$ cat src/rtl/fidus_axi4lite_pkg.sv
// Shared types and constants for the fidus AXI4-Lite command master.
package fidus_axi4lite_pkg;

  typedef enum logic [2:0] {
    ST_IDLE,
    ST_WADDR,
    ST_WLAT,
    ST_WRESP,
    ST_RADDR,
    ST_RLAT,
    ST_RRESP,
    ST_DONE
  } state_t;

  localparam logic [1:0] OKAY   = 2'b00;
  localparam logic [1:0] EXOKAY = 2'b01;
  localparam logic [1:0] SLVERR = 2'b10;
  localparam logic [1:0] DECERR = 2'b11;

  function automatic logic resp_err(input logic [1:0] resp, input logic chk_en);
    logic bad;
    unique case (resp)
      OKAY:                   bad = 1'b0;
      EXOKAY, SLVERR, DECERR: bad = 1'b1;
      default:                bad = 1'b1;
    endcase
    return bad && chk_en;
  endfunction

endpackage

$ cat src/rtl/fidus_axi4lite_cnt.sv
// Loadable saturating down-counter; flags the last counted cycle (count == 1).
module fidus_axi4lite_cnt
  import fidus_axi4lite_pkg::*;
#(
  parameter int unsigned W = 8
) (
  input  logic         clk,
  input  logic         rst,
  input  logic         load,
  input  logic [W-1:0] load_val,
  input  logic         dec,
  output logic         at_one
);

  logic [W-1:0] count;

  always_ff @(posedge clk or posedge rst) begin
    if (rst) begin
      count <= '0;
    end else if (load) begin
      count <= load_val;
    end else if (dec && (count != '0)) begin
      count <= count - W'(1);
    end
  end

  assign at_one = (count == W'(1));

endmodule

$ cat src/rtl/fidus_axi4lite_mst.sv
// AXI4-Lite master: one single-beat read or write per command, with
// configurable response-ready latency, response checking and timeouts.
module fidus_axi4lite_mst
  import fidus_axi4lite_pkg::*;
#(
  parameter int unsigned AWIDTH = 8,
  parameter int unsigned DWIDTH = 16,
  parameter int unsigned LATW   = 8,
  parameter int unsigned TOW    = 16
) (
  input  logic                  aclk,
  input  logic                  areset,
  input  logic                  cmd_valid,
  output logic                  cmd_ready,
  input  logic                  cmd_write,
  input  logic [AWIDTH-1:0]     cmd_addr,
  input  logic [DWIDTH-1:0]     cmd_wdata,
  input  logic [DWIDTH/8-1:0]   cmd_wstrb,
  output logic                  rsp_valid,
  output logic [DWIDTH-1:0]     rsp_rdata,
  output logic [1:0]            rsp_resp,
  output logic                  rsp_err,
  output logic                  rsp_timeout,
  input  logic                  cfg_wr_err_chk,
  input  logic                  cfg_rd_err_chk,
  input  logic [LATW-1:0]       cfg_bready_lat,
  input  logic [LATW-1:0]       cfg_rready_lat,
  input  logic [TOW-1:0]        cfg_wr_timeout,
  input  logic [TOW-1:0]        cfg_rd_timeout,
  output logic [AWIDTH-1:0]     awaddr,
  output logic                  awvalid,
  output logic [DWIDTH-1:0]     wdata,
  output logic [DWIDTH/8-1:0]   wstrb,
  output logic                  wvalid,
  output logic                  bready,
  output logic [AWIDTH-1:0]     araddr,
  output logic                  arvalid,
  output logic                  rready,
  input  logic                  awready,
  input  logic                  wready,
  input  logic [1:0]            bresp,
  input  logic                  bvalid,
  input  logic                  arready,
  input  logic [DWIDTH-1:0]     rdata,
  input  logic [1:0]            rresp,
  input  logic                  rvalid
);

  state_t state, state_nxt;

  logic              awvalid_nxt, wvalid_nxt, bready_nxt, arvalid_nxt, rready_nxt;
  logic [DWIDTH-1:0] rsp_rdata_nxt;
  logic [1:0]        rsp_resp_nxt;
  logic              rsp_err_nxt, rsp_timeout_nxt;
  logic              accept, tmo;
  logic              lat_load, lat_one, to_load, to_hit;
  logic [LATW-1:0]   lat_val;
  logic [TOW-1:0]    to_val;

  fidus_axi4lite_cnt #(.W(LATW)) u_lat_cnt (
    .clk      (aclk),
    .rst      (areset),
    .load     (lat_load),
    .load_val (lat_val),
    .dec      ((state == ST_WLAT) || (state == ST_RLAT)),
    .at_one   (lat_one)
  );

  fidus_axi4lite_cnt #(.W(TOW)) u_to_cnt (
    .clk      (aclk),
    .rst      (areset),
    .load     (to_load),
    .load_val (to_val),
    .dec      ((state != ST_IDLE) && (state != ST_DONE)),
    .at_one   (to_hit)
  );

  // A completing handshake is checked before the timeout in every waiting
  // state, so a handshake landing on the expiry cycle wins. WLAT has no
  // handshake, so expiry there always aborts.
  always_comb begin
    state_nxt       = state;
    awvalid_nxt     = awvalid;
    wvalid_nxt      = wvalid;
    bready_nxt      = bready;
    arvalid_nxt     = arvalid;
    rready_nxt      = rready;
    rsp_rdata_nxt   = rsp_rdata;
    rsp_resp_nxt    = rsp_resp;
    rsp_err_nxt     = rsp_err;
    rsp_timeout_nxt = rsp_timeout;
    accept          = 1'b0;
    tmo             = 1'b0;
    lat_load        = 1'b0;
    lat_val         = '0;
    to_load         = 1'b0;
    to_val          = '0;

    unique case (state)
      ST_IDLE: begin
        if (cmd_valid) begin
          accept  = 1'b1;
          to_load = 1'b1;
          if (cmd_write) begin
            to_val      = cfg_wr_timeout;
            state_nxt   = ST_WADDR;
            awvalid_nxt = 1'b1;
            wvalid_nxt  = 1'b1;
          end else begin
            to_val      = cfg_rd_timeout;
            state_nxt   = ST_RADDR;
            arvalid_nxt = 1'b1;
          end
        end
      end

      ST_WADDR: begin
        if (awvalid && awready) awvalid_nxt = 1'b0;
        if (wvalid && wready)   wvalid_nxt  = 1'b0;
        if (!awvalid_nxt && !wvalid_nxt) begin
          if (cfg_bready_lat == '0) begin
            state_nxt  = ST_WRESP;
            bready_nxt = 1'b1;
          end else begin
            state_nxt = ST_WLAT;
            lat_load  = 1'b1;
            lat_val   = cfg_bready_lat;
          end
        end else if (to_hit) begin
          tmo = 1'b1;
        end
      end

      ST_WLAT: begin
        if (to_hit) begin
          tmo = 1'b1;
        end else if (lat_one) begin
          state_nxt  = ST_WRESP;
          bready_nxt = 1'b1;
        end
      end

      ST_WRESP: begin
        if (bvalid && bready) begin
          state_nxt       = ST_DONE;
          bready_nxt      = 1'b0;
          rsp_rdata_nxt   = '0;
          rsp_resp_nxt    = bresp;
          rsp_err_nxt     = resp_err(bresp, cfg_wr_err_chk);
          rsp_timeout_nxt = 1'b0;
        end else if (to_hit) begin
          tmo = 1'b1;
        end
      end

      ST_RADDR: begin
        if (arvalid && arready) begin
          arvalid_nxt = 1'b0;
          if (cfg_rready_lat == '0) begin
            state_nxt  = ST_RRESP;
            rready_nxt = 1'b1;
          end else begin
            state_nxt = ST_RLAT;
            lat_load  = 1'b1;
            lat_val   = cfg_rready_lat;
          end
        end else if (to_hit) begin
          tmo = 1'b1;
        end
      end

      ST_RLAT: begin
        if (to_hit) begin
          tmo = 1'b1;
        end else if (lat_one) begin
          state_nxt  = ST_RRESP;
          rready_nxt = 1'b1;
        end
      end

      ST_RRESP: begin
        if (rvalid && rready) begin
          state_nxt       = ST_DONE;
          rready_nxt      = 1'b0;
          rsp_rdata_nxt   = rdata;
          rsp_resp_nxt    = rresp;
          rsp_err_nxt     = resp_err(rresp, cfg_rd_err_chk);
          rsp_timeout_nxt = 1'b0;
        end else if (to_hit) begin
          tmo = 1'b1;
        end
      end

      ST_DONE: state_nxt = ST_IDLE;

      default: state_nxt = ST_IDLE;
    endcase

    if (tmo) begin
      state_nxt       = ST_DONE;
      awvalid_nxt     = 1'b0;
      wvalid_nxt      = 1'b0;
      bready_nxt      = 1'b0;
      arvalid_nxt     = 1'b0;
      rready_nxt      = 1'b0;
      rsp_rdata_nxt   = '0;
      rsp_resp_nxt    = SLVERR;
      rsp_err_nxt     = 1'b1;
      rsp_timeout_nxt = 1'b1;
    end
  end

  always_ff @(posedge aclk or posedge areset) begin
    if (areset) begin
      state       <= ST_IDLE;
      cmd_ready   <= 1'b1;
      rsp_valid   <= 1'b0;
      rsp_rdata   <= '0;
      rsp_resp    <= '0;
      rsp_err     <= 1'b0;
      rsp_timeout <= 1'b0;
      awvalid     <= 1'b0;
      wvalid      <= 1'b0;
      bready      <= 1'b0;
      arvalid     <= 1'b0;
      rready      <= 1'b0;
    end else begin
      state       <= state_nxt;
      cmd_ready   <= (state_nxt == ST_IDLE);
      rsp_valid   <= (state_nxt == ST_DONE);
      rsp_rdata   <= rsp_rdata_nxt;
      rsp_resp    <= rsp_resp_nxt;
      rsp_err     <= rsp_err_nxt;
      rsp_timeout <= rsp_timeout_nxt;
      awvalid     <= awvalid_nxt;
      wvalid      <= wvalid_nxt;
      bready      <= bready_nxt;
      arvalid     <= arvalid_nxt;
      rready      <= rready_nxt;
    end
  end

  always_ff @(posedge aclk or posedge areset) begin
    if (areset) begin
      awaddr <= '0;
      wdata  <= '0;
      wstrb  <= '0;
      araddr <= '0;
    end else if (accept) begin
      if (cmd_write) begin
        awaddr <= cmd_addr;
        wdata  <= cmd_wdata;
        wstrb  <= cmd_wstrb;
      end else begin
        araddr <= cmd_addr;
      end
    end
  end

endmodule

$ cat config.mk
export PLATFORM = sky130hd
export DESIGN_NAME = fidus_axi4lite_mst
export DESIGN_NICKNAME = d
export VERILOG_FILES = /design/src/rtl/fidus_axi4lite_pkg.sv /design/src/rtl/fidus_axi4lite_cnt.sv /design/src/rtl/fidus_axi4lite_mst.sv
export SDC_FILE = /design/constraint.sdc
export NUM_CORES = 1
export LEC_CHECK = 0
export CORE_ASPECT_RATIO = 1.75
export CORE_UTILIZATION = 50
export CTS_BUF_LIST = sky130_fd_sc_hd__clkbuf_4
export DETAILED_ROUTE_END_ITERATION = 6
export GPL_ROUTABILITY_DRIVEN = 0
export HOLD_SLACK_MARGIN = 0.05
export PLACE_DENSITY = 0.9
export SKIP_CTS_REPAIR_TIMING = 1
export SYNTH_ARGS = -nofsm -noshare
export SYNTH_HDL_FRONTEND = slang
export SYNTH_SLANG_ARGS = --single-unit
$ cat constraint.sdc
create_clock -name aclk -period 5.3 [get_ports aclk]
set_input_delay 0.53 -clock aclk [delete_from_list [all_inputs] [get_ports aclk]]
set_output_delay 0.53 -clock aclk [all_outputs]
set_load 0.01 [all_outputs]
======== Word level (Yosys, flattened, before mapping) ========
Cells that the tools add are included.
Widths: inputs -> output; s select.
operators by class
  div/mod/pow operators ................... 0
  muxes and demuxes ....................... 86
  add/sub/neg operators ................... 2
  bitwise gates (word level) .............. 1
  multipliers ............................. 0
  reduce and logical (&&, ||, !) cells .... 40
  shifts and indexed selects .............. 0
  eq/ne operators ......................... 30
  magnitude comparators ................... 0
operators by type and width
  kind                   count
  $mux 16                8
  $mux 8                 6
  $mux 1                 42
  $ne 3x3->1 const B     14
  $mux 3                 11
  $pmux 16 s2            1
  $pmux 3 s8             1
  $eq 16x1->1 const B    1
  $logic_not 8->1        2
  $pmux 1 s2             8
  $pmux 8 s2             1
  $reduce_bool 16->1     1
  $sub 16x1->16 const B  1
  $eq 3x3->1 const B     5
  $reduce_and 6->1       2
  $reduce_bool 3->1      4
  $logic_and 1x1->1      11
  $eq 2x2->1 const B     4
  $eq 8x1->1 const B     1
  $mux 2                 4
  $reduce_bool 4->1      2
  $reduce_bool 8->1      1
  $sub 8x1->8 const B    1
  $eq 3x2->1 const B     2
  16 further kinds       25
storage, ports and cells
  memories ................................ 0
  bits in latches ......................... 0
  bits in read-only memories .............. 0
  RAM bits ................................ 0
  logic and storage cells ................. 177
  register bits ........................... 88

======== Logic depth before layout (Yosys ltp) ========
Gate-level depths: netlist of the first run.
  word-level depth ........................ 9
  depth in mapped cells ................... 8
  gate-level depth less buffers ........... 7

======== By module ========
From an unflattened synthesis of the first run, not the netlist that was laid out.
unflattened totals
  cell total of the unflattened synthesis .. 451
  area, all modules ....................... 4738.3 um^2
modules (own cells, without submodules)
  module                          seq. area each (um^2)  cells each  area an instance (um^2)  times used
  fidus_axi4lite_mst              1602.8                 278         3146.8                   1
  fidus_axi4lite_cnt (u_to_cnt)   400.4                  108         993.5                    1
  fidus_axi4lite_cnt (u_lat_cnt)  200.2                  65          598.1                    1

======== Worst setup path before layout of the first run ========
No wires, ideal clock.
  path type ............................... register -> register
  start point ............................. register u_to_cnt.count[11]
  end point ............................... register u_to_cnt.count[8]
  path buffers ............................ 0
  setup slack ............................. 3.096 ns
  library setup time ...................... 0.137 ns
  data arrival time ....................... 2.067 ns
  stages on the path, launching flop included .. 7
  cells stage by stage .................... dfrtp_1 or4_4 or4b_4 o211ai_1 nor4_1 xnor2_1 a21oi_1
between the ends
  cells in the longest elaborated chain, start to end .. 3
ends and longest elaborated chain
  what                                line                      RTL
  start, declared                     fidus_axi4lite_cnt.sv:15  logic [W-1:0] count;
  start signal, assigned              fidus_axi4lite_cnt.sv:21  count <= load_val;
  start signal, assigned              fidus_axi4lite_cnt.sv:23  count <= count - W'(1);
  $reduce_bool 16->1                  fidus_axi4lite_cnt.sv:22  end else if (dec && (count != '0)) begin
  $logic_and 1x1->1                   fidus_axi4lite_cnt.sv:22
  $reduce_bool 2->1 (no source line)  n/a
Every way passes these cells.
A chain may end at the register's enable or synchronous reset.

======== Final worst setup path of the first run ========
  start point ............................. register u_to_cnt.count[6]
  end point ............................... register awvalid
between the ends
  cells in the longest elaborated chain, start to end .. 6
ends and longest elaborated chain
  what                                                                     line                       RTL
  $eq 16x1->1 (*)                                                          fidus_axi4lite_cnt.sv:27   assign at_one = (count == W'(1));
  $mux 1 (*)                                                               n/a
  $mux 1 (on tied branches)                                                n/a
  $pmux 1 s5 (*)                                                           fidus_axi4lite_mst.sv:99   unique case (state)
  $ne 3x3->1 (no source line) / $reduce_bool 3->1 (equally long branches)  n/a
  $reduce_and 3->1 (no source line)                                        n/a
  end signal, assigned                                                     fidus_axi4lite_mst.sv:235  awvalid <= awvalid_nxt;
  end, declared                                                            fidus_axi4lite_mst.sv:31   output logic awvalid,
Every way passes the cells marked *; elsewhere a longest branch is shown, timed or not.

==> impl_metrics.py, run 1 <==
metrics = {
    "outcome": {
        "status": "finished clean",
    },
    "timing": {
        "finalCritPeriodShare_pct": 53.1,
        "finalCriticalPeriod_ns": 2.81,
        "setup_viol": 0,
        "tightest_slew_ns": 1.08,
        "hold_viol_final": 0,
        "skew_ns": 0.0280,
        "drv_slew": 0,
        "layout_setup_ws_ns": 2.49,
        "fmax_ghz": 0.356,
        "max_slew_margin_pct": 27.7,
        "rsz0062_at_grt": "false",
        "setup_tns_ns": 0,
    },
    "route": {
        "routedWlPerCell_um": 16.5,
        "wirelength_mm": 12.6,
        "ant_nets": 0,
        "vias": 4295,
        "vias_per_cell": 5.65,
        "drc": 0,
        "dr.pass1.iters": 4,
        "initialDrtViolationCount": 366,
    },
    "setup_path": {
        "crit_required_ns": 5.64,
        "startpoint_type": "register",
        "critPathMaxFanout": 29,
        "critical_path_arrival_ns": 3.15,
        "worstSetupPathType": "register to register",
        "cp-end-kind": "register",
    },
    "floorplanning": {
        "io_pins": 166,
        "coreArea_um2": 8670,
        "dieWidth_um": 73.4,
        "dieArea_um2": 9330,
        "die_h_um": 127,
        "initial_core_util_pct": 51.5,
        "std_cell_rows": 45,
    },
    "global_routing": {
        "grt.total_usage_pct": 28.2,
        "grt_max_degree": 59,
        "grt_pass1_wl_mm": 20.1,
        "grt_pass1_vias": 4341,
        "gr-total-overflow": 0,
        "antenna_found_initial": 1,
    },
    "synthesis": {
        "netlist.area_leader.share_pct": 48.8,
        "synthCells": 485,
        "synth_seq_area_share_pct": 49.4,
        "ys_async_sr_fraction_pct": 100,
        "yosysTopAreaCell": "dfrtp_1",
        "yosys_most_used_dff": "dfrtp_1",
        "synth_top_family_by_area": "simple AND/OR/NAND/NOR gates",
        "yosysWarningCount": 0,
        "yosys-top-cells-area": "dfrtp_1 49%, nand2_1 9.1%, a21oi_1 4.5%",
        "synth_edf_count": 0,
        "netlist_area_um2": 4460,
        "ys_types": 55,
        "synthesis.nets": 595,
        "yosys.area_share.simple_pct": 23.5,
        "yosys-mux-area-fraction_pct": 4.43,
        "synth.avg_cell_area_um2": 9.20,
        "synthXorXnorAreaFrac_pct": 2.94,
        "synth_fa_ha_area_share_pct": 1.40,
        "ys_seq_elements": 88,
        "synth_compound_area_share_pct": 15.2,
    },
    "cells_and_area": {
        "drive_above_1_share_pct": 6.70,
        "final_cells": 760,
        "nets": 747,
        "synthToLayoutAreaGrowth_pct": 41.0,
        "mostFrequentLayoutCell": "clkdlybuf4s50_1",
        "layout_common_cells": "165 x clkdlybuf4s50_1, 108 x nand2_1, 87 x dfrtp_1, 40 x a21oi_1",
    },
    "clock_tree": {
        "clk_latency_ns": 0.45,
        "cts_root_buffer": "clkbuf_4",
        "cts_tree": "yes",
        "cts_buffer_depth": 2,
        "numCtsBuffers": 9,
        "path_clk_slew_ns": 0.12,
        "clock-sinks": 88,
        "htreeDepth": 3,
    },
    "pwr": {
        "irDropWorstVdd_mv": 0.306,
        "power.leakage_nw": 2.59,
        "power.total_w": 0.00307,
        "p_per_area_nw_per_um2": 488,
    },
    "min_path": {
        "hold_path_class": "register to register",
    },
    "placement": {
        "hpwl_mm": 9.40,
        "place_inst": 743,
        "pre_cts_ws_ns": 2.08,
        "portBuffers": 165,
    },
    "job": {
        "cap_violations": 0,
    },
}
## cells in the mapped netlist, types with 2 or more instances
library cell    n
or4_1           6
a221oi_1        3
clkbuf_1       20
nor2_1         22
o21ai_1         2
and2_1          3
buf_2           5
nand2b_1        6
and3_1          2
dfrtp_1        87
a22oi_1         2
nand2_1       108
nor2b_1        11
o21ai_0        13
nor4_1         12
xnor2_1        13
o211ai_1        5
or3_1           4
a21oi_1        40
a21boi_0        3
a211oi_1       11
o22a_1          2
mux2i_1         4
a31oi_1         6
ha_1            5
a222oi_1        2
nor3_1          9
nand4_1         3
o21a_1          3
a221o_1         2
buf_1           3
inv_1           7
and3b_1         3
nand3_1        22
mux2_2         14
or2_2           2
xor2_1          2
## per-stage QoR
stage,util (%),hold WS (ns),instance area (µm²)
3_5_place_dp,71.3,0.463,6180
2_1_floorplan,-,0.509,4460
4_1_cts,72.6,0.498,6290
6_report,72.6,0.490,6290
5_1_grt,72.6,0.522,6290
3_3_place_gp,71.3,0.458,6180
## cell families (layout without fill, tap and decap cells)
| logic type | count (synthesis) | count (layout) |
|---|---|---|
| flops | 88 | 88 |
| compound gates | 104 | 104 |
| fa+ha+maj | 5 | 5 |
| xor+xnor | 15 | 15 |
| other cells | 0 | 1 |
| simple gates | 220 | 220 |
| buf+inv | 35 | 192 |
| mux | 18 | 18 |
## final timing paths
check	slack, ns	start	cells after the start	end
max	2.49	u_to_cnt.count[6]$_DFFE_PP0P_	6	awvalid$_DFFE_PP0P_
min	0.49	awaddr[0]$_DFFE_PP0P_	2	awaddr[0]$_DFFE_PP0P_
max reg2reg	2.49	u_to_cnt.count[6]$_DFFE_PP0P_	6	awvalid$_DFFE_PP0P_
min reg2reg	0.49	awaddr[0]$_DFFE_PP0P_	2	awaddr[0]$_DFFE_PP0P_
max in group asynchronous	3.75	areset	3	u_to_cnt.count[5]$_DFFE_PP0P_
min in group asynchronous	0.56	areset	2	rsp_rdata[6]$_DFFE_PP0P_
## power breakdown
part,total (W),internal (W),switching [W]
combinational,0.00150,0.000791,0.000712
sequential,0.00125,0.000979,0.000271
clock,0.000320,0.000103,0.000216
total,0.00307,0.00187,0.00120
## worst max-delay path: stages, from the launching register on
cell,delay [ns]
dfrtp_1,0.45
nor4_1,0.35
nand2_1,0.27
or3_1,0.46
and3b_1,0.88
a21oi_1,0.09
o22a_1,0.21
## sequential cells by signal (all words and copies together) (netlist names)
name / flops
araddr: 8
rready: 1
wdata: 16
arvalid: 1
wstrb: 2
rsp_valid: 1
awaddr: 8
awvalid: 1
rsp_timeout: 1
cmd_ready: 1
rsp_err: 1
wvalid: 1
rsp_resp: 2
bready: 1
u_lat_cnt.count: 8
rsp_rdata: 16
state: 3
u_to_cnt.count: 16
## metal layers
metal | global-route usage (%) | vias to the layer above | share of wire [%]
met5 | 0 | - | 0
met4 | 16.9 | 0 | 4.4
met3 | 5.13 | 38 | 4.8
met2 | 49.5 | 165 | 54
met1 | 31.0 | 2075 | 37
li1 | - | 2017 | -
## layout make-up
cell class                 instances  area [µm²]
tap                              117         146
sequential                        88        2200
multi-input combinational        362        2120
clock inverter                     5        26.3
timing repair buffer             169        1680
inverter                           7        27.5
fill                             676        2380
clock buffer                      11        82.6
antenna                            1        2.50
No activity file was read; power rests on OpenSTA's default activity.
==> run 2: changes to the inputs <==
Settings changed: CORE_UTILIZATION 50 to 46, PLACE_DENSITY 0.9 to 0.84.
Clock period 5.3 ns to 2.83 ns, I/O delays scaled along.
==> impl_metrics.py, run 2 (synthesis results as in run 1) <==
metrics = {
    "outcome": {
        "status": "finished clean",
    },
    "cells_and_area": {
        "mostFrequentLayoutCell": "clkdlybuf4s50_1",
        "multi_input_area_um2": 2120,
        "final_core_util_pct": 67.8,
        "synthToLayoutAreaGrowth_pct": 43.8,
        "regArea_um2": 2200,
        "drive_above_1_share_pct": 8.55,
        "fill_cells": 754,
        "largestRegisters": "rsp_rdata x16, u_to_cnt.count x16, wdata x16",
        "layout_common_cells": "165 x clkdlybuf4s50_1, 108 x nand2_1, 87 x dfrtp_1, 40 x a21oi_1",
        "nets": 760,
    },
    "global_routing": {
        "grt_pass1_vias": 4506,
        "grt_max_degree": 53,
        "gr-total-overflow": 0,
        "grt_pass1_wl_mm": 21.0,
        "grt.total_usage_pct": 26.4,
        "antenna_found_initial": 1,
    },
    "setup_path": {
        "critPathMaxStageDelay_ns": 0.53,
        "worstSetupPathType": "register to register",
        "crit_slowest_cell": "a222oi_1",
        "cp.depth": 6,
        "critPathMaxFanout": 8,
        "cp_num_buf_inv": 1,
        "crit_required_ns": 3.13,
        "startpoint": "u_lat_cnt.count[5]$_DFFE_PP0P_",
        "crit_family": "compound AO/OA/AOI/OAI gates",
        "rr_worst_depth": 6,
        "crit_path_cell_trace": "nor4_1 > buf_4 > nor3b_1 > a21oi_1 > a222oi_1 > o21ai_0",
        "cp-endpoint": "u_lat_cnt.count[6]$_DFFE_PP0P_",
        "reg2reg_to": "u_lat_cnt.count[6]$_DFFE_PP0P_",
        "r2r_slack_ns": 0.33,
        "critical_path_arrival_ns": 2.79,
        "cp-end-kind": "register",
        "startpoint_type": "register",
        "timing.rr.start": "u_lat_cnt.count[5]$_DFFE_PP0P_",
    },
    "clock_tree": {
        "numCtsBuffers": 9,
        "cts_tree": "yes",
        "htreeDepth": 3,
        "cts_buffer_depth": 2,
        "clock-sinks": 88,
        "cts_root_buffer": "clkbuf_4",
        "path_clk_slew_ns": 0.15,
        "clk_latency_ns": 0.43,
    },
    "route": {
        "routedWlPerCell_um": 16.8,
        "vias": 4357,
        "dr.pass1.iters": 4,
        "vias_per_cell": 5.60,
        "initialDrtViolationCount": 289,
        "wirelength_mm": 13.1,
        "ant_nets": 0,
        "drc": 0,
    },
    "floorplanning": {
        "std_cell_rows": 47,
        "coreArea_um2": 9470,
        "dieWidth_um": 76.5,
        "dieArea_um2": 10100,
        "io_pins": 166,
        "initial_core_util_pct": 47.2,
        "die_h_um": 132,
    },
    "min_path": {
        "hold_path_class": "input pin to asynchronous set/reset pin",
    },
    "pwr": {
        "pwr-share-comb_pct": 49.2,
        "clkPwrFrac_pct": 10.8,
        "p_int_w": 0.00356,
        "power.leakage_nw": 2.67,
        "irDropWorstVdd_mv": 0.545,
        "p_switching_w": 0.00230,
        "p_seq_share_pct": 40.0,
        "p_per_area_nw_per_um2": 913,
        "sw_frac_of_total_pct": 39.3,
    },
    "timing": {
        "max_slew_margin_pct": 55.7,
        "setup_viol": 0,
        "finalCriticalPeriod_ns": 2.50,
        "setup_tns_ns": 0,
        "skew_ns": 0.0237,
        "tightest_slew_ns": 0.661,
        "fmax_ghz": 0.401,
        "drv_slew": 0,
        "finalCritPeriodShare_pct": 88.2,
        "hold_viol_final": 0,
        "rsz0062_at_grt": "false",
    },
    "placement": {
        "portBuffers": 165,
        "hpwl_mm": 9.87,
    },
    "job": {
        "cap_violations": 0,
    },
}
[run 2: cell count changes in the layout (fill, tap and decap cells not counted), sizes merged]
cell      before  now
buf            4   17
clkbuf        11   10
clkinv         5    6
clkinvlp       1    0
inv            6    7
[run 2: final cells by class]
| cell class | count | share of cell area, % |
|---|---|---|
| timing repair buffer | 182 | 27.9 |
| multi-input combinational | 362 | 33.1 |
| antenna | 1 | 0.0390 |
| inverter | 7 | 0.429 |
| clock inverter | 6 | 0.682 |
| sequential | 88 | 34.3 |
| clock buffer | 10 | 1.17 |
| tap | 122 | 2.38 |
[run 2: worst min path at each step]
| stage | start | to | slack [ns] | depth (start not counted) |
|---|---|---|---|---|
| after floorplan | cmd_addr[0] | awaddr[0]$_DFFE_PP0P_ | 0.39 | 2 |
| final | areset | rsp_rdata[2]$_DFFE_PP0P_ | 0.21 | 2 |
| after global routing | areset | wdata[2]$_DFFE_PP0P_ | 0.23 | 2 |
| after CTS | areset | rsp_rdata[6]$_DFFE_PP0P_ | 0.22 | 2 |
| after detailed placement | wstrb[1]$_DFFE_PP0P_ | wstrb[1]$_DFFE_PP0P_ | 0.46 | 2 |
| after global placement | awaddr[4]$_DFFE_PP0P_ | awaddr[4]$_DFFE_PP0P_ | 0.46 | 2 |
[run 2: through the flow]
| stage | cell area (µm²) | hold slack (ns) | total power, W | instances | setup WS [ns] |
|---|---|---|---|---|---|
| final | 6420 | 0.215 | 0.00586 | 778 | 0.335 |
| after floorplan | 4460 | 0.388 | 0.00381 | 485 | 0.270 |
| after global routing | 6420 | 0.232 | 0.00625 | 778 | 0.217 |
| after global placement | 6300 | 0.458 | 0.00510 | 761 | 0.400 |
| after detailed placement | 6300 | 0.464 | 0.00523 | 761 | 0.299 |
| after CTS | 6420 | 0.217 | 0.00588 | 777 | 0.362 |
[run 2: metal layers]
layer / wire, µm / share of wire, % / track usage (%) / up-vias
li1: - / - / - / 2044
met1: 4780 / 37 / 27.4 / 2121
met2: 7180 / 55 / 48.2 / 153
met3: 541 / 4.1 / 5.12 / 39
met4: 567 / 4.3 / 15.7 / 0
met5: 0 / 0 / 0 / -
[run 2: power by group through the flow]
stage / logic, W / clock network (W) / registers [W]
3_5_place_dp: 0.00288 / 0 / 0.00235
4_1_cts: 0.00289 / 0.000654 / 0.00233
6_report: 0.00288 / 0.000636 / 0.00234
3_3_place_gp: 0.00278 / 0 / 0.00231
5_1_grt: 0.00312 / 0.000715 / 0.00241
2_1_floorplan: 0.00143 / 0 / 0.00238
==> run 3: changes to the inputs <==
Settings changed: CORE_UTILIZATION 46 to 47, SYNTH_HIERARCHICAL set to 1.
==> impl_metrics.py, run 3 <==
metrics = {
    "synthesis": {
        "synth_seq_area_share_pct": 46.5,
        "yosysWarningCount": 6,
        "ys_seq_elements": 88,
        "synthesis.nets": 561,
        "netlist.area_leader.share_pct": 45.9,
        "synthCells": 451,
        "ys_async_sr_fraction_pct": 100,
        "netlist_area_um2": 4740,
        "synth_edf_count": 0,
        "ys_types": 71,
        "synth.avg_cell_area_um2": 10.5,
        "yosys_most_used_dff": "dfrtp_1",
        "yosysMostFrequentCell": "dfrtp_1",
        "yosysTopAreaCell": "dfrtp_1",
        "synth_common_cells": "87 x dfrtp_1, 49 x nor2_1, 36 x mux2_2",
        "yosys-top-cells-area": "dfrtp_1 46%, mux2_2 8.6%, mux2i_1 4.0%",
    },
    "global_routing": {
        "grt.total_usage_pct": 25.7,
        "grt_max_degree": 65,
        "antenna_found_initial": 1,
        "grt_pass1_wl_mm": 20.9,
        "gr-total-overflow": 0,
        "grt_pass1_vias": 4446,
    },
    "setup_path": {
        "cp_num_buf_inv": 0,
        "critical_path_arrival_ns": 2.95,
        "cp_common_cell": "or4_1",
        "startpoint": "u_to_cnt/count[10]$_DFFE_PP0P_",
        "critPathMaxStageDelay_ns": 0.57,
        "crit_required_ns": 3.16,
        "crit_path_cell_trace": "or4_1 > or2_4 > nor3_1 > nand2b_1 > a2bb2o_4 > a21oi_1 > nand4_1 > or4_1",
        "cp.depth": 8,
        "crit_family": "simple AND/OR/NAND/NOR gates",
        "worstSetupPathType": "register to register",
        "critPathMaxFanout": 4,
        "timing.rr.start": "u_to_cnt/count[10]$_DFFE_PP0P_",
        "startpoint_type": "register",
        "rr_worst_depth": 8,
        "crit_slowest_cell": "or4_1",
        "cp-end-kind": "register",
    },
    "clock_tree": {
        "clk_latency_ns": 0.45,
        "path_clk_slew_ns": 0.16,
        "clock-sinks": 88,
        "cts_tree": "yes",
        "cts_buffer_depth": 2,
        "htreeDepth": 3,
        "cts_root_buffer": "clkbuf_4",
        "numCtsBuffers": 9,
    },
    "timing": {
        "max_slew_margin_pct": 34.6,
        "rsz0062_at_grt": "false",
        "finalCriticalPeriod_ns": 2.63,
        "layout_setup_ws_ns": 0.203,
        "skew_ns": 0.0199,
        "tightest_slew_ns": 0.976,
        "setup_viol": 0,
        "hold_ws_ns": 0.150,
        "setup_tns_ns": 0,
        "drv_slew": 0,
        "fmax_ghz": 0.381,
        "hold_viol_final": 0,
        "finalCritPeriodShare_pct": 92.8,
    },
    "route": {
        "vias": 4174,
        "drc": 0,
        "vias_per_cell": 5.58,
        "initialDrtViolationCount": 173,
        "ant_nets": 0,
        "wirelength_mm": 12.8,
        "routedWlPerCell_um": 17.2,
        "dr.pass1.iters": 5,
    },
    "floorplanning": {
        "std_cell_rows": 48,
        "dieArea_um2": 10500,
        "initial_core_util_pct": 48.1,
        "io_pins": 166,
        "dieWidth_um": 77.9,
        "die_h_um": 135,
        "coreArea_um2": 9850,
    },
    "cells_and_area": {
        "fill_cells": 772,
        "nets": 727,
        "synthToLayoutAreaGrowth_pct": 40.9,
        "mostFrequentLayoutCell": "clkdlybuf4s50_1",
        "largestRegisters": "rsp_rdata x16, u_to_cnt/count x16, wdata x16",
        "layout_common_cells": "165 x clkdlybuf4s50_1, 87 x dfrtp_1, 49 x nor2_1, 36 x mux2_2, 34 x nand2_1",
        "drive_above_1_share_pct": 15.6,
    },
    "min_path": {
        "hold_path_class": "input pin to asynchronous set/reset pin",
    },
    "placement": {
        "hpwl_mm": 9.65,
        "portBuffers": 165,
        "pre_cts_ws_ns": 0.161,
    },
    "outcome": {
        "status": "finished clean",
    },
    "pwr": {
        "power.leakage_nw": 2.80,
        "irDropWorstVdd_mv": 0.630,
        "power.total_w": 0.00649,
        "p_per_area_nw_per_um2": 972,
    },
    "job": {
        "cap_violations": 0,
    },
}
[run 3: cell types whose count changed in the layout (fill, tap and decap cells not counted), moves of 7 or more]
cell      delta
a22oi_1     +14
mux2_2      +22
a21oi_1     -33
nand2_1     -74
mux2i_1     +15
inv_1        +7
nor2b_1      -9
a22o_1       +7
nor2_1      +27
a211oi_1     -9
nand3_1     -15
[run 3: per-stage QoR]
stage / area, µm² / util, % / std cells
floorplan: 4740 / - / 451
global placement: 6530 / 66.3 / 731
detailed placement: 6530 / 66.3 / 731
CTS: 6670 / 67.8 / 747
global route: 6680 / 67.8 / 748
finish: 6680 / 67.8 / 748
[run 3: worst paths after layout]
kind	to	slack [ns]
setup / recovery	state[0]$_DFF_PP0_	0.20
hold / removal	u_lat_cnt/count[6]$_DFFE_PP0P_	0.15
setup reg to reg	state[0]$_DFF_PP0_	0.20
hold reg to reg	rsp_timeout$_DFFE_PP0P_	0.49
max in group asynchronous	rsp_valid$_DFF_PP0_	1.87
min in group aclk	wdata[13]$_DFFE_PP0P_	0.43
[run 3: cell type report]
type / count / area, µm² / share of cell area (%)
Multi-Input combinational cell: 323 / 2330 / 35.0
Sequential cell: 88 / 2200 / 33.0
Timing Repair Buffer: 180 / 1780 / 26.6
Tap cell: 125 / 156 / 2.34
Clock inverter: 7 / 80.1 / 1.20
Clock buffer: 9 / 67.6 / 1.01
Inverter: 15 / 56.3 / 0.843
Antenna cell: 1 / 2.50 / 0.0375
[run 3: layer usage]
metal / part of all wire [%] / up-vias / GRT usage [%]
li1: - / 1982 / -
met1: 36 / 2030 / 26.5
met2: 56 / 140 / 48.0
met3: 6.3 / 22 / 7.36
met4: 2.0 / 0 / 10.2
met5: 0 / - / 0
[run 3: cells by family after synthesis]
family	share of synthesized area [%]
compound gates	14.4
xor+xnor	2.22
fa+ha+maj	1.32
buf+inv	4.25
flops	46.5
mux	12.6
simple gates	18.7
[run 3: worst register-to-register path: stages, from the launching register on]
cell,delay (ns)
dfrtp_1,0.42
or4_1,0.57
or2_4,0.29
nor3_1,0.23
nand2b_1,0.17
a2bb2o_4,0.22
a21oi_1,0.11
nand4_1,0.12
or4_1,0.40
[run 3: power by group]
group	internal (W)	leakage, nW	switching [W]
clock network	0.000281	0.0801	0.000460
registers	0.00185	1.09	0.000502
logic	0.00183	1.63	0.00157
==> variant 1 (settings of run 3) <==
Re-encode `state_t` (8 states) as one-hot, 8 bits wide.
--- a/src/rtl/fidus_axi4lite_pkg.sv
+++ b/src/rtl/fidus_axi4lite_pkg.sv
@@ -2,13 +2,13 @@
 package fidus_axi4lite_pkg;
 
-  typedef enum logic [2:0] {
-    ST_IDLE,
-    ST_WADDR,
-    ST_WLAT,
-    ST_WRESP,
-    ST_RADDR,
-    ST_RLAT,
-    ST_RRESP,
-    ST_DONE
+  typedef enum logic [7:0] {
+    ST_IDLE  = 8'b00000001,
+    ST_WADDR = 8'b00000010,
+    ST_WLAT  = 8'b00000100,
+    ST_WRESP = 8'b00001000,
+    ST_RADDR = 8'b00010000,
+    ST_RLAT  = 8'b00100000,
+    ST_RRESP = 8'b01000000,
+    ST_DONE  = 8'b10000000
   } state_t;
 
Check against the original RTL: same outputs for any inputs over 4 cycles, from zero or initial values and one cycle with areset high; so few cycles prove little.
==> variant 1 against run 3 <==
Synthesized area increased by 9.3%. Global-route usage increased by 0.72 points. First-iteration DRC count up 43%. Power shrank 16%. Design area grew 6.6%. Sequential cell count increased by 5. Clock skew grew 0.0048 ns. Wire length is 12% higher. Worst setup slack worse by 0.027 ns. Clock power shrank 3.9%. Largest cell class unchanged. Highest routed layer unchanged.
==> variant 1: results (changes against run 3) <==
Logic synthesis
  • Part of the Yosys area used for sequential elements: 45.0% (was 46.5%)
  • Cell variety after synth: 75 (was 71)
  • Post-synthesis xor/xnor area fraction: 0.676% (was 2.22%)
  • Mux contribution to synthesized area: 11.3% (was 12.6%)
  • Top area cells in the synthesized netlist: dfrtp_1, mux2_2, nor2_1, mux2i_1, a22oi_1 (was dfrtp_1, mux2_2, mux2i_1, nor2_1, nand2_1)
  • Main synth FF type: dfrtp_1 (unchanged)
  • Syn_nets: 611 (was 561)
  • Compound-Gate Fraction of Synth Area: 15.9% (was 14.4%)
  • Async set-reset flop share out of synthesis: 100% (unchanged)
  • Synthesized-area fraction occupied by adder cells: 1.21% (was 1.32%)
  • Top cells by count, synth: dfrtp_1, nor2_1, mux2_2, nand2_1, mux2i_1 (unchanged)

Clock network
  • Clock-pin slew of the registers on the worst-case setup and hold paths: 0.16 ns (about the same)
  • Skew-Pair Late Insertion Delay: about 0.46 ns

Worst setup path
  • Slowest Stage Delay on Critical Path: 0.63 ns (was 0.57 ns)
  • Slowest cell on crit path: nor4_4 (was or4_1)
  • Worst R2R Path Depth: 6 (was 8)
  • Max FO, Critical Path: 10 (was 4)
  • Critical Path AT: 3.02 ns (was 2.95 ns)
  • FF-to-FF setup slack: 0.18 ns (was 0.20 ns)
  • R2r startpoint: state[1] (was u_to_cnt/count[10])
  • Reg-to-Reg End: u_lat_cnt/count[7] (was state[0])

GRT
  • First-pass GRT wire length: 23.2 mm (was 20.9 mm)
  • Antenna violations before repair: 1 (unchanged)
  • Vias in the first global route: 5,010 (was 4,446)
  • Global Route Usage Sum: 26.4% (was 25.7%)
  • Pin count of the biggest net entering global routing: 34 (was 65)

Pwr
  • Leakage power: 3.01 nW (was 2.80 nW)
  • Max rail drop VDD: 0.553 mV (was 0.630 mV)

Status
  • Status: finished clean (unchanged)

Final layout
  • Ratio of cells with drive above 1 in the final layout: 13.9% (was 15.6%)
  • Biggest regs: rsp_rdata (16), u_to_cnt/count (16), wdata (16) (unchanged)
  • Final nets: 780 (was 727)

Worst hold path
  • Min-Delay Path Class: primary input to async pin (unchanged)

Place
  • Placed inst area: 6980 um2 (was 6530 um2)
  • Post-DP HPWL: 11.0 mm (was 9.65 mm)
  • Port bufs: 165 (unchanged)

Timing
  • Max Clock Skew: 0.0247 ns (was 0.0199 ns)
  • Final setup vio count: 0 (unchanged)
  • Rel. slew slack: 49.2% (was 34.6%)

Drt
  • DRT iter0 DRCs: 248 (was 173)
  • Drt first pass iters: 4 (was 5)
  • Post-Route WL: 14.4 mm (was 12.8 mm)
  • Via count: 4,825 (was 4,174)
[variant 1: cell types whose count changed after synthesis, moves of 9 or more]
| cell | delta |
|---|---|
| xnor2_1 | -11 |
| nand3_1 | +9 |
| nor2_1 | +10 |
| a21oi_1 | +9 |
[variant 1: cell type report]
cell class                      count  area [um2]
Clock inverter                      7        67.6
Multi-Input combinational cell    362        2610
Tap cell                          130         163
Sequential cell                    93        2330
Inverter                           17        63.8
Timing Repair Buffer              187        1820
Antenna cell                        1        2.50
Clock buffer                        9        67.6
Fill cell                         855        3580
[variant 1: worst max-delay path by stage]
stage / start / to / slack [ns] / cells past startpoint
2_1_floorplan: state[4] / u_lat_cnt/count[7] / 0.31 / 8
3_3_place_gp: state[0] / u_to_cnt/count[11] / 0.25 / 7
3_5_place_dp: state[1] / u_to_cnt/count[14] / 0.15 / 7
4_1_cts: state[1] / u_to_cnt/count[14] / 0.08 / 7
5_1_grt: state[1] / u_lat_cnt/count[7] / 0.05 / 6
6_report: state[1] / u_lat_cnt/count[7] / 0.18 / 6
[variant 1: stage by stage]
| step | hold WS [ns] | std cells | setup WS (ns) |
|---|---|---|---|
| detailed placement | 0.471 | 789 | 0.147 |
| global route | 0.135 | 806 | 0.0534 |
| global placement | 0.462 | 789 | 0.254 |
| CTS | 0.137 | 805 | 0.0766 |
| floorplan | 0.0987 | 501 | 0.307 |
| finish | 0.149 | 806 | 0.176 |
[variant 1: worst max-delay path: cells and delay by family (launching register included)]
| family | cells | cell delay, ns |
|---|---|---|
| AOI/OAI and AO/OA | 2 | 0.61 |
| DFF | 1 | 0.48 |
| and+or+nand+nor | 4 | 1.49 |
[variant 1: cells by family (layout without fill, tap and decap cells)]
| group | count (synthesis) | count (layout) |
|---|---|---|
| other | 0 | 1 |
| multiplexers | 54 | 54 |
| AND/OR/NAND/NOR | 190 | 190 |
| buffers and inverters | 46 | 220 |
| flip-flops | 93 | 93 |
| adder cells (fa/ha/maj) | 5 | 5 |
| AO/OA/AOI/OAI | 109 | 109 |
| XOR/XNOR | 4 | 4 |
[variant 1: routing by layer]
layer	vias up	global-route usage (%)	wire length, um
met5	-	0	0
met4	0	15.1	591
met3	52	5.95	842
met2	219	46.7	7850
met1	2346	27.6	5110
li1	2208	-	-
[variant 1: report_power, final]
part           internal (mW)  switching (mW)
Sequential              1.78           0.368
Combinational           1.40            1.20
Clock                  0.202           0.510
==> variant 2 (flow settings as in run 3) <==
Made on the original files. Set the parameter `AWIDTH` to 12 (it was 8).
--- a/src/rtl/fidus_axi4lite_mst.sv
+++ b/src/rtl/fidus_axi4lite_mst.sv
@@ -4,5 +4,5 @@
   import fidus_axi4lite_pkg::*;
 #(
-  parameter int unsigned AWIDTH = 8,
+  parameter int unsigned AWIDTH = 12,
   parameter int unsigned DWIDTH = 16,
   parameter int unsigned LATW   = 8,
Ports: changed (resized araddr, awaddr and cmd_addr); port bits go from 166 to 178. The function was not compared with the original's and may differ.
==> variant 2 against run 3 <==
Design area up 7.3%. Worst setup slack worse by 0.13 ns. Largest power group unchanged. Highest routed layer unchanged. Clock skew up 0.0087 ns. Synthesized area up 6.3%. Sequential power up 6%. Sequential cell count up 8. Power up 2.3%. Wire length up 13%. Via count up 15%. Sequential share of layout area up 0.56 points. Maximum frequency down 4.7%.
==> variant 2: results (changes against run 3) <==
Final layout
  • Biggest regs: rsp_rdata (16), u_to_cnt/count (16), wdata (16) (unchanged)
  • Ratio of cells with drive above 1 in the final layout: 10.6% (was 15.6%)
  • Final nets: 827 (was 727)

Drt
  • Drt via density: 5.65 (was 5.58)
  • DRT iter0 DRCs: 266 (was 173)
  • Post-Route WL: 14.5 mm (was 12.8 mm)
  • Drt first pass iters: 4 (was 5)

Worst setup path
  • Critical Path AT: 3.09 ns (was 2.95 ns)
  • R2r startpoint: u_to_cnt/count[10] (unchanged)
  • Reg-to-Reg End: state[0] (unchanged)
  • Max FO, Critical Path: 4 (unchanged)
  • Worst R2R Path Depth: 7 (was 8)

Logic synthesis
  • Main synth FF type: dfrtp_1 (unchanged)
  • Top area cells in the synthesized netlist: dfrtp_1, nand2_1, mux2i_1, nor2_1, mux2_2 (was dfrtp_1, mux2_2, mux2i_1, nor2_1, nand2_1)
  • Part of the Yosys area used for sequential elements: 47.7% (was 46.5%)
  • Number of synthesis warnings: 6 (unchanged)
  • Cell variety after synth: 65 (was 71)
  • Top cells by count, synth: nand2_1, dfrtp_1, nor2_1, mux2i_1, a22oi_1 (was dfrtp_1, nor2_1, mux2_2, nand2_1, mux2i_1)
  • Syn_nets: 648 (was 561)

Status
  • Status: finished clean (unchanged)

Timing
  • Least-Margin Pin Slew: 0.676 ns (was 0.976 ns)
  • Max Clock Skew: 0.0286 ns (was 0.0199 ns)
  • Setup WS post-layout: 0.0739 ns (was 0.203 ns)

Place
  • Pre-CTS WS: 0.112 ns (was 0.161 ns)
  • Port bufs: 177 (was 165)
  • Post-DP HPWL: 10.9 mm (was 9.65 mm)

Clock network
  • Max clock buf depth: 2 (unchanged)
  • Clock root cell: clkbuf_4 (unchanged)
  • H-tree depth: 3 (unchanged)
  • Skew-Pair Late Insertion Delay: 0.47 ns (was 0.45 ns)

GRT
  • Vias in the first global route: 5,035 (was 4,446)
  • Pin count of the biggest net entering global routing: 48 (was 65)
  • Antenna violations before repair: 1 (unchanged)
  • Global Route Usage Sum: 26.9% (was 25.7%)
  • First-pass GRT wire length: 23.2 mm (was 20.9 mm)

Pwr
  • Max rail drop VDD: 0.529 mV (was 0.630 mV)
  • Pint: 4.04 mW (was 3.95 mW)
  • Leakage power: 3.16 nW (was 2.80 nW)
## variant 2: critical path, stage by stage, from the launching register on
cell	delay, ns
dfrtp_1	0.45
or4_1	0.57
or2_4	0.29
nor3_2	0.22
nand3b_1	0.13
a21oi_1	0.08
a221o_1	0.39
or4b_1	0.49
## variant 2: worst max path at each step
stage,to
floorplan,state[0]
global placement,state[0]
detailed placement,state[0]
CTS,state[0]
global route,state[0]
finish,state[0]
## variant 2: cells by family (layout without fill, tap and decap cells)
kind of cell	count (synthesis)	after routing	share of synthesized area, %
fa+ha+maj	5	5	1.24
flops	96	96	47.7
compound gates	89	89	13.1
buf+inv	48	232	4.50
mux	32	32	6.71
xor+xnor	12	12	2.09
simple gates	252	252	24.6
other cells	0	1	0
## variant 2: final cells by class
type	instances	area (um2)
fillers	824	3200
multi-input cells	390	2420
diodes	1	2.50
flip-flops and latches	96	2400
well taps	127	159
repair buffers	200	1960
clock inverters	7	95.1
inverters	16	60.1
clock buffers	9	67.6
## variant 2: metal layers
metal / share of wire (%) / vias to the layer above / global-route usage (%)
met5: 0 / - / 0
met4: 3.7 / 0 / 13.5
met3: 6.3 / 43 / 6.05
met2: 54 / 189 / 49.3
met1: 36 / 2322 / 27.6
li1: - / 2227 / -
## variant 2: power groups by stage
stage | Sequential, mW | Clock (mW) | Combinational, mW
floorplan | 2.59 | 0 | 1.62
global placement | 2.46 | 0 | 3.19
detailed placement | 2.50 | 0 | 3.31
CTS | 2.48 | 0.862 | 3.32
global route | 2.56 | 0.919 | 3.58
finish | 2.49 | 0.832 | 3.31
## variant 2: through the flow
step / area, um2 / std cells / util (%) / power [mW] / hold WS, ns
global route: 7160 / 846 / 69.1 / 7.07 / 0.117
global placement: 6990 / 829 / 67.5 / 5.65 / 0.457
floorplan: 5040 / 534 / - / 4.22 / 0.0987
detailed placement: 6990 / 829 / 67.5 / 5.81 / 0.461
CTS: 7150 / 845 / 69.0 / 6.66 / 0.120
finish: 7160 / 846 / 69.1 / 6.63 / 0.146
